<file path="src/rtl/cpu_pkg.sv">
// Shared CPU datapath definitions: memory-address selector codes, exception
// cause codes and the exception sequencer state type.
package cpu_pkg;

    localparam logic [2:0] IORD_ALU    = 3'b000;
    localparam logic [2:0] IORD_ALUOUT = 3'b001;
    localparam logic [2:0] IORD_V253   = 3'b010;
    localparam logic [2:0] IORD_V254   = 3'b011;
    localparam logic [2:0] IORD_V255   = 3'b100;

    localparam logic [1:0] CAUSE_NONE     = 2'd0;
    localparam logic [1:0] CAUSE_OPCODE   = 2'd1;
    localparam logic [1:0] CAUSE_OVERFLOW = 2'd2;
    localparam logic [1:0] CAUSE_DIV0     = 2'd3;

    typedef enum logic [2:0] {
        EXC_IDLE  = 3'd0,
        EXC_SAVE  = 3'd1,
        EXC_READ  = 3'd2,
        EXC_LATCH = 3'd3,
        EXC_JUMP  = 3'd4
    } exc_state_t;

    // Wait-counter preload for a given memory latency; latency clamped to 1..7.
    function automatic logic [2:0] wait_load(input int lat);
        if (lat <= 1) return 3'd0;
        if (lat >= 7) return 3'd6;
        return 3'(lat - 1);
    endfunction

endpackage

</file>
<file path="src/rtl/exc_sequencer_if.sv">
// Control-side bundle of the exception sequencer. master = main control unit
// side, slave = sequencer. exc_cause exists only when EXC_CAUSE_EN is defined.
interface exc_sequencer_if;
    import cpu_pkg::*;

    // Level signals, no handshake: flags are sampled by the sequencer on every
    // rising edge while IDLE; busy tells the main FSM to stall.
    logic [2:0] ctrl_iord_sel;
    logic       exc_opcode;
    logic       exc_overflow;
    logic       exc_div0;
    logic [2:0] iord_sel;
    logic       epc_write;
    logic       mdr_write;
    logic       pc_write;
    logic       pc_src_exc;
    logic       busy;
    logic       exc_done;
    exc_state_t state;
`ifdef EXC_CAUSE_EN
    logic [1:0] exc_cause;
`endif

    modport master (
        output ctrl_iord_sel, exc_opcode, exc_overflow, exc_div0,
        input  iord_sel, epc_write, mdr_write, pc_write, pc_src_exc,
        input  busy, exc_done, state
`ifdef EXC_CAUSE_EN
        , input exc_cause
`endif
    );

    modport slave (
        input  ctrl_iord_sel, exc_opcode, exc_overflow, exc_div0,
        output iord_sel, epc_write, mdr_write, pc_write, pc_src_exc,
        output busy, exc_done, state
`ifdef EXC_CAUSE_EN
        , output exc_cause
`endif
    );

endinterface

</file>
<file path="src/rtl/exc_sequencer.sv">
// Multicycle exception sequencer: saves EPC, reads the handler byte from vector
// 253/254/255 and loads PC. Define EXC_CAUSE_EN to add the latched exc_cause.
module exc_sequencer #(
    parameter int MEM_LAT = 1
) (
    input logic            clk,
    input logic            reset,
    exc_sequencer_if.slave bus
);
    import cpu_pkg::*;

    localparam logic [2:0] WAIT_LOAD = wait_load(MEM_LAT);

    exc_state_t state, state_nxt;
    logic [2:0] cnt, cnt_nxt;
    logic [2:0] vec, vec_nxt;
    logic       exc_any;

    assign exc_any   = bus.exc_opcode | bus.exc_overflow | bus.exc_div0;
    assign bus.state = state;

    always_ff @(posedge clk or posedge reset) begin
        if (reset) begin
            state <= EXC_IDLE;
            cnt   <= 3'd0;
            vec   <= IORD_ALU;
        end else begin
            state <= state_nxt;
            cnt   <= cnt_nxt;
            vec   <= vec_nxt;
        end
    end

    always_comb begin
        state_nxt = state;
        cnt_nxt   = cnt;
        vec_nxt   = vec;
        case (state)
            EXC_IDLE: begin
                if (exc_any) begin
                    state_nxt = EXC_SAVE;
                    if (bus.exc_opcode)        vec_nxt = IORD_V253;
                    else if (bus.exc_overflow) vec_nxt = IORD_V254;
                    else                       vec_nxt = IORD_V255;
                end
            end
            EXC_SAVE: begin
                state_nxt = EXC_READ;
                cnt_nxt   = WAIT_LOAD;
            end
            // READ lasts WAIT_LOAD+1 cycles, i.e. the memory latency.
            EXC_READ: begin
                if (cnt != 3'd0) cnt_nxt = cnt - 3'd1;
                else             state_nxt = EXC_LATCH;
            end
            EXC_LATCH: state_nxt = EXC_JUMP;
            EXC_JUMP:  state_nxt = EXC_IDLE;
            default:   state_nxt = EXC_IDLE;
        endcase
    end

    always_comb begin
        bus.iord_sel   = vec;
        bus.epc_write  = 1'b0;
        bus.mdr_write  = 1'b0;
        bus.pc_write   = 1'b0;
        bus.pc_src_exc = 1'b0;
        bus.exc_done   = 1'b0;
        bus.busy       = (state != EXC_IDLE);
        case (state)
            EXC_IDLE:  bus.iord_sel = bus.ctrl_iord_sel;
            EXC_SAVE:  bus.epc_write = 1'b1;
            EXC_LATCH: bus.mdr_write = 1'b1;
            EXC_JUMP: begin
                bus.pc_write   = 1'b1;
                bus.pc_src_exc = 1'b1;
                bus.exc_done   = 1'b1;
            end
            default: ;
        endcase
    end

`ifdef EXC_CAUSE_EN
    logic [1:0] cause;

    always_ff @(posedge clk or posedge reset) begin
        if (reset) begin
            cause <= CAUSE_NONE;
        end else if (state == EXC_IDLE && exc_any) begin
            if (bus.exc_opcode)        cause <= CAUSE_OPCODE;
            else if (bus.exc_overflow) cause <= CAUSE_OVERFLOW;
            else                       cause <= CAUSE_DIV0;
        end
    end

    assign bus.exc_cause = cause;
`endif

endmodule

</file>
<file path="src/flat_wrapper.sv">
// flat-port wrapper written by rule: the top's interface ports become plain ports
module exc_sequencer_flat import cpu_pkg::*;
#(
    parameter int MEM_LAT = 1
)
  (clk, reset, bus_ctrl_iord_sel, bus_exc_opcode, bus_exc_overflow, bus_exc_div0, bus_iord_sel, bus_epc_write, bus_mdr_write, bus_pc_write, bus_pc_src_exc, bus_busy, bus_exc_done, bus_state);
  exc_sequencer_if bus_i ();
  input logic clk;
  input logic reset;
  input wire logic [$bits(bus_i.ctrl_iord_sel)-1:0] bus_ctrl_iord_sel;
  input wire logic [$bits(bus_i.exc_opcode)-1:0] bus_exc_opcode;
  input wire logic [$bits(bus_i.exc_overflow)-1:0] bus_exc_overflow;
  input wire logic [$bits(bus_i.exc_div0)-1:0] bus_exc_div0;
  output wire logic [$bits(bus_i.iord_sel)-1:0] bus_iord_sel;
  output wire logic [$bits(bus_i.epc_write)-1:0] bus_epc_write;
  output wire logic [$bits(bus_i.mdr_write)-1:0] bus_mdr_write;
  output wire logic [$bits(bus_i.pc_write)-1:0] bus_pc_write;
  output wire logic [$bits(bus_i.pc_src_exc)-1:0] bus_pc_src_exc;
  output wire logic [$bits(bus_i.busy)-1:0] bus_busy;
  output wire logic [$bits(bus_i.exc_done)-1:0] bus_exc_done;
  output wire logic [$bits(bus_i.state)-1:0] bus_state;
  assign bus_i.ctrl_iord_sel = bus_ctrl_iord_sel;
  assign bus_i.exc_opcode = bus_exc_opcode;
  assign bus_i.exc_overflow = bus_exc_overflow;
  assign bus_i.exc_div0 = bus_exc_div0;
  assign bus_iord_sel = bus_i.iord_sel;
  assign bus_epc_write = bus_i.epc_write;
  assign bus_mdr_write = bus_i.mdr_write;
  assign bus_pc_write = bus_i.pc_write;
  assign bus_pc_src_exc = bus_i.pc_src_exc;
  assign bus_busy = bus_i.busy;
  assign bus_exc_done = bus_i.exc_done;
  assign bus_state = bus_i.state;
  exc_sequencer #(.MEM_LAT(MEM_LAT)) u_core (.clk(clk), .reset(reset), .bus(bus_i));
endmodule
</file>
<file path="config.mk">
export PLATFORM = sky130hd
export DESIGN_NAME = exc_sequencer_flat
export DESIGN_NICKNAME = d
export VERILOG_FILES = /design/src/rtl/cpu_pkg.sv /design/src/rtl/exc_sequencer_if.sv /design/src/rtl/exc_sequencer.sv /design/src/flat_wrapper.sv
export SDC_FILE = /design/constraint.sdc
export NUM_CORES = 1
export LEC_CHECK = 0
export CORE_MARGIN = 2
export CORE_UTILIZATION = 37
export CTS_BUF_LIST = sky130_fd_sc_hd__clkbuf_16
export CTS_CLUSTER_DIAMETER = 80
export DETAILED_ROUTE_END_ITERATION = 12
export PLACE_DENSITY = 0.68
export SKIP_CTS_REPAIR_TIMING = 1
export SLEW_MARGIN = 20
export SYNTH_ARGS = -nofsm -noshare
export SYNTH_HDL_FRONTEND = slang
export SYNTH_SLANG_ARGS = --single-unit
</file>
<file path="constraint.sdc">
create_clock -name clk -period 2 [get_ports clk]
set_input_delay 0.2 -clock clk [delete_from_list [all_inputs] [get_ports clk]]
set_output_delay 0.2 -clock clk [all_outputs]
set_load 0.02 [all_outputs]
</file>
==> reports/results.ini <==
[clocking]
clkLatencyLatePin_ns = 0.23
clk_transition_reported_paths_ns = 0.04
cts_buffers = 3
cts-root-buf = clkbuf_16
cts_buffer_depth = 2
h-tree-depth = 1
cts.sinks = 9
cts_tree = done

[cells_and_area]
layout-drive-gt1-share_pct = 26.58
synthToLayoutAreaGrowth_pct = 59.45
fillers = 104
fin_cells = 94
finalNetCount = 90
antennaDiodeCount = 0

[detailed_routing]
drt_iter0_drc = 4
viasPerCell = 5.160
vias = 485
totalWireLength_mm = 1.248
drc_errors = 0
wire_per_inst_um = 13.28
antenna_left = 0
drtPass1Iterations = 3

[place]
preCtsSetupSlack_ns = 0.1317
place_congestion = 0.7522
place_hpwl_um = 791.5
dp_cells = 85
io_buffers = 19

[global_route]
grtUsageTotal_pct = 14.54
globalRouteOverflowTotal = 0
grt_start_max_net_pins = 14
antenna_found_initial = 0
grt_pass1_wl_mm = 1.980
grt_pass1_vias = 483

[sta]
skew_ns = 0.001189
setup_ws_ns = 0.09799
max_slew_margin_pct = 76.84
rsz0062_at_grt = no
finalHoldViolCount = 0
layout_min_cycle_time_ns = 1.902
setup_viol = 0
hold_slack_ns = 0.2326
timing.fmax_mhz = 525.8
drv_slew = 0
tightest_slew_ns = 0.3471
finalCritPeriodShare_pct = 95.10
tns_ns = 0

[power_and_ir_drop]
total_power_uw = 1504
leakage_uw = 0.0004377
ir_drop_v = 0.001070
p_per_area_nw_per_um2 = 1717

[critical_path]
endpoint_kind = primary output
reg2reg_to = u_core.cnt[1]
path_depth = 3
crit_fanout = 13
crit_path_max_incr_delay_ns = 0.64
path_class = register to primary output
worstPathRequired_ns = 1.80
reg2reg_depth = 6
cp-startpoint = u_core.bus.state[0]
reg2reg_from = u_core.cnt[0]
start_kind = register
cp_num_buf_inv = 2
cp.arrival_ns = 1.70
worstPathCellList = buf_4, nor3b_2, clkdlybuf4s50_1
worst_path_dominant_cell_family = buffers and inverters
r2r_slack_ns = 0.48
crit_path_end = bus_pc_src_exc
cp_slowest_cell = clkdlybuf4s50_1

[die]
ios = 20
row_count = 13
die_w_um = 42.53
die_area_um2 = 1809
fp.coreArea_um2 = 1350
initial_core_util_pct = 40.69
die_y_um = 42.53

[logic_synthesis]
avgSynthCellArea_um2 = 10.36
netlist-cell-type-count = 25
post-synth-top-area-cell = dfrtp_1
ys_ff_latch = 9
syn_nets = 63
syn_area_um2 = 549.3
yosys-top-cells-area = dfrtp_1, mux2_2, ha_1, inv_1, and3b_2
ys_seq_area_share_pct = 41.00
yosysWarnings = 0
yosys.area.top_type_share_pct = 41.00
synthCells = 53

[min_path]
hold_class = input port to asynchronous set/reset pin

[outcome]
outcome = finished, final reports clean

[job]
cap_viol_max_count = 0

==> synth_stat cells, drive strengths merged <==
cell type,n
nand2,3
o21bai,1
buf,5
or3,1
inv,6
a21o,2
dfrtp,9
o21ai,3
xnor2,1
a32o,1
o21a,1
ha,2
nor2b,1
nor2,2
a22o,3
nor3,1
nor4,3
and3b,2
a21oi,1
mux2,3
nor3b,2
==> per-stage QoR <==
stage          instance area [um^2]  utilization [%]
2_1_floorplan                 549.3                -
3_3_place_gp                  744.5            55.14
3_5_place_dp                  744.5            55.14
4_1_cts                       823.3            60.98
5_1_grt                       875.8            64.87
6_report                      875.8            64.87
==> worst min path at each step <==
stage	start	endpoint	slack [ns]	cells past startpoint
2_1_floorplan	reset	u_core.bus.state[0]	0.03	1
3_3_place_gp	u_core.vec[1]	u_core.vec[1]	0.47	1
3_5_place_dp	reset	u_core.cnt[2]	0.49	2
4_1_cts	reset	u_core.vec[1]	0.24	2
5_1_grt	reset	u_core.vec[0]	0.30	2
6_report	reset	u_core.bus.state[2]	0.23	2
==> cells by family (layout without fill, tap and decap cells) <==
| family | Yosys count | after routing | synth area share (%) |
|---|---|---|---|
| adders and majority gates | 2 | 2 | 4.555 |
| xor gates and xnor gates | 1 | 1 | 1.595 |
| and+or+nand+nor | 15 | 15 | 19.36 |
| muxes | 3 | 3 | 6.150 |
| DFF | 9 | 9 | 41.00 |
| buffers and inverters | 11 | 37 | 10.70 |
| AOI/OAI and AO/OA | 12 | 12 | 16.63 |
==> report_power, final <==
part / leakage, uW / internal (uW) / switching, uW / total (uW)
combinational: 0.000280 / 454 / 411 / 865
sequential: 0.000116 / 242 / 49.5 / 292
clock: 0.0000423 / 261 / 86.0 / 347
total: 0.000438 / 957 / 546 / 1500
==> state kept, by name (all words and copies together) (netlist names) <==
signal            count
u_core.bus.state      3
u_core.cnt            3
u_core.vec            3
==> worst register-to-register path: cells and delay by family, from the launching register on <==
kind / cells / cell delay, ns
compound gates: 2 / 0.27
fa+ha+maj: 2 / 0.42
buf+inv: 1 / 0.06
flops: 1 / 0.37
simple gates: 1 / 0.34
==> area by class of cell <==
class | count | area (um^2) | share of cell area, %
clock buffers | 3 | 75.07 | 8.571
clock inverters | 1 | 3.754 | 0.4286
inverters | 6 | 22.52 | 2.571
multi-input cells | 33 | 270.3 | 30.86
flip-flops and latches | 9 | 225.2 | 25.71
well taps | 15 | 18.77 | 2.143
repair buffers | 27 | 260.3 | 29.71
==> cells in the final DEF, fill, tap and decap left out, types with 3 or more instances in the layout <==
cell              n
dlymetal6s2s_1    4
nor4_1            3
clkbuf_16         3
buf_4             8
inv_1             7
mux2_2            3
nand2_1           3
dfrtp_1           9
clkdlybuf4s50_1  15
==> per-layer routing <==
| layer | vias to the layer above | wire length, um | GRT usage, % |
|---|---|---|---|
| li1 | 243 | - | - |
| met1 | 231 | 584 | 17.38 |
| met2 | 9 | 612 | 23.69 |
| met3 | 2 | 42 | 2.586 |
| met4 | 0 | 8 | 9.375 |
| met5 | - | 0 | 0 |
No activity file was read; power rests on OpenSTA's default activity.
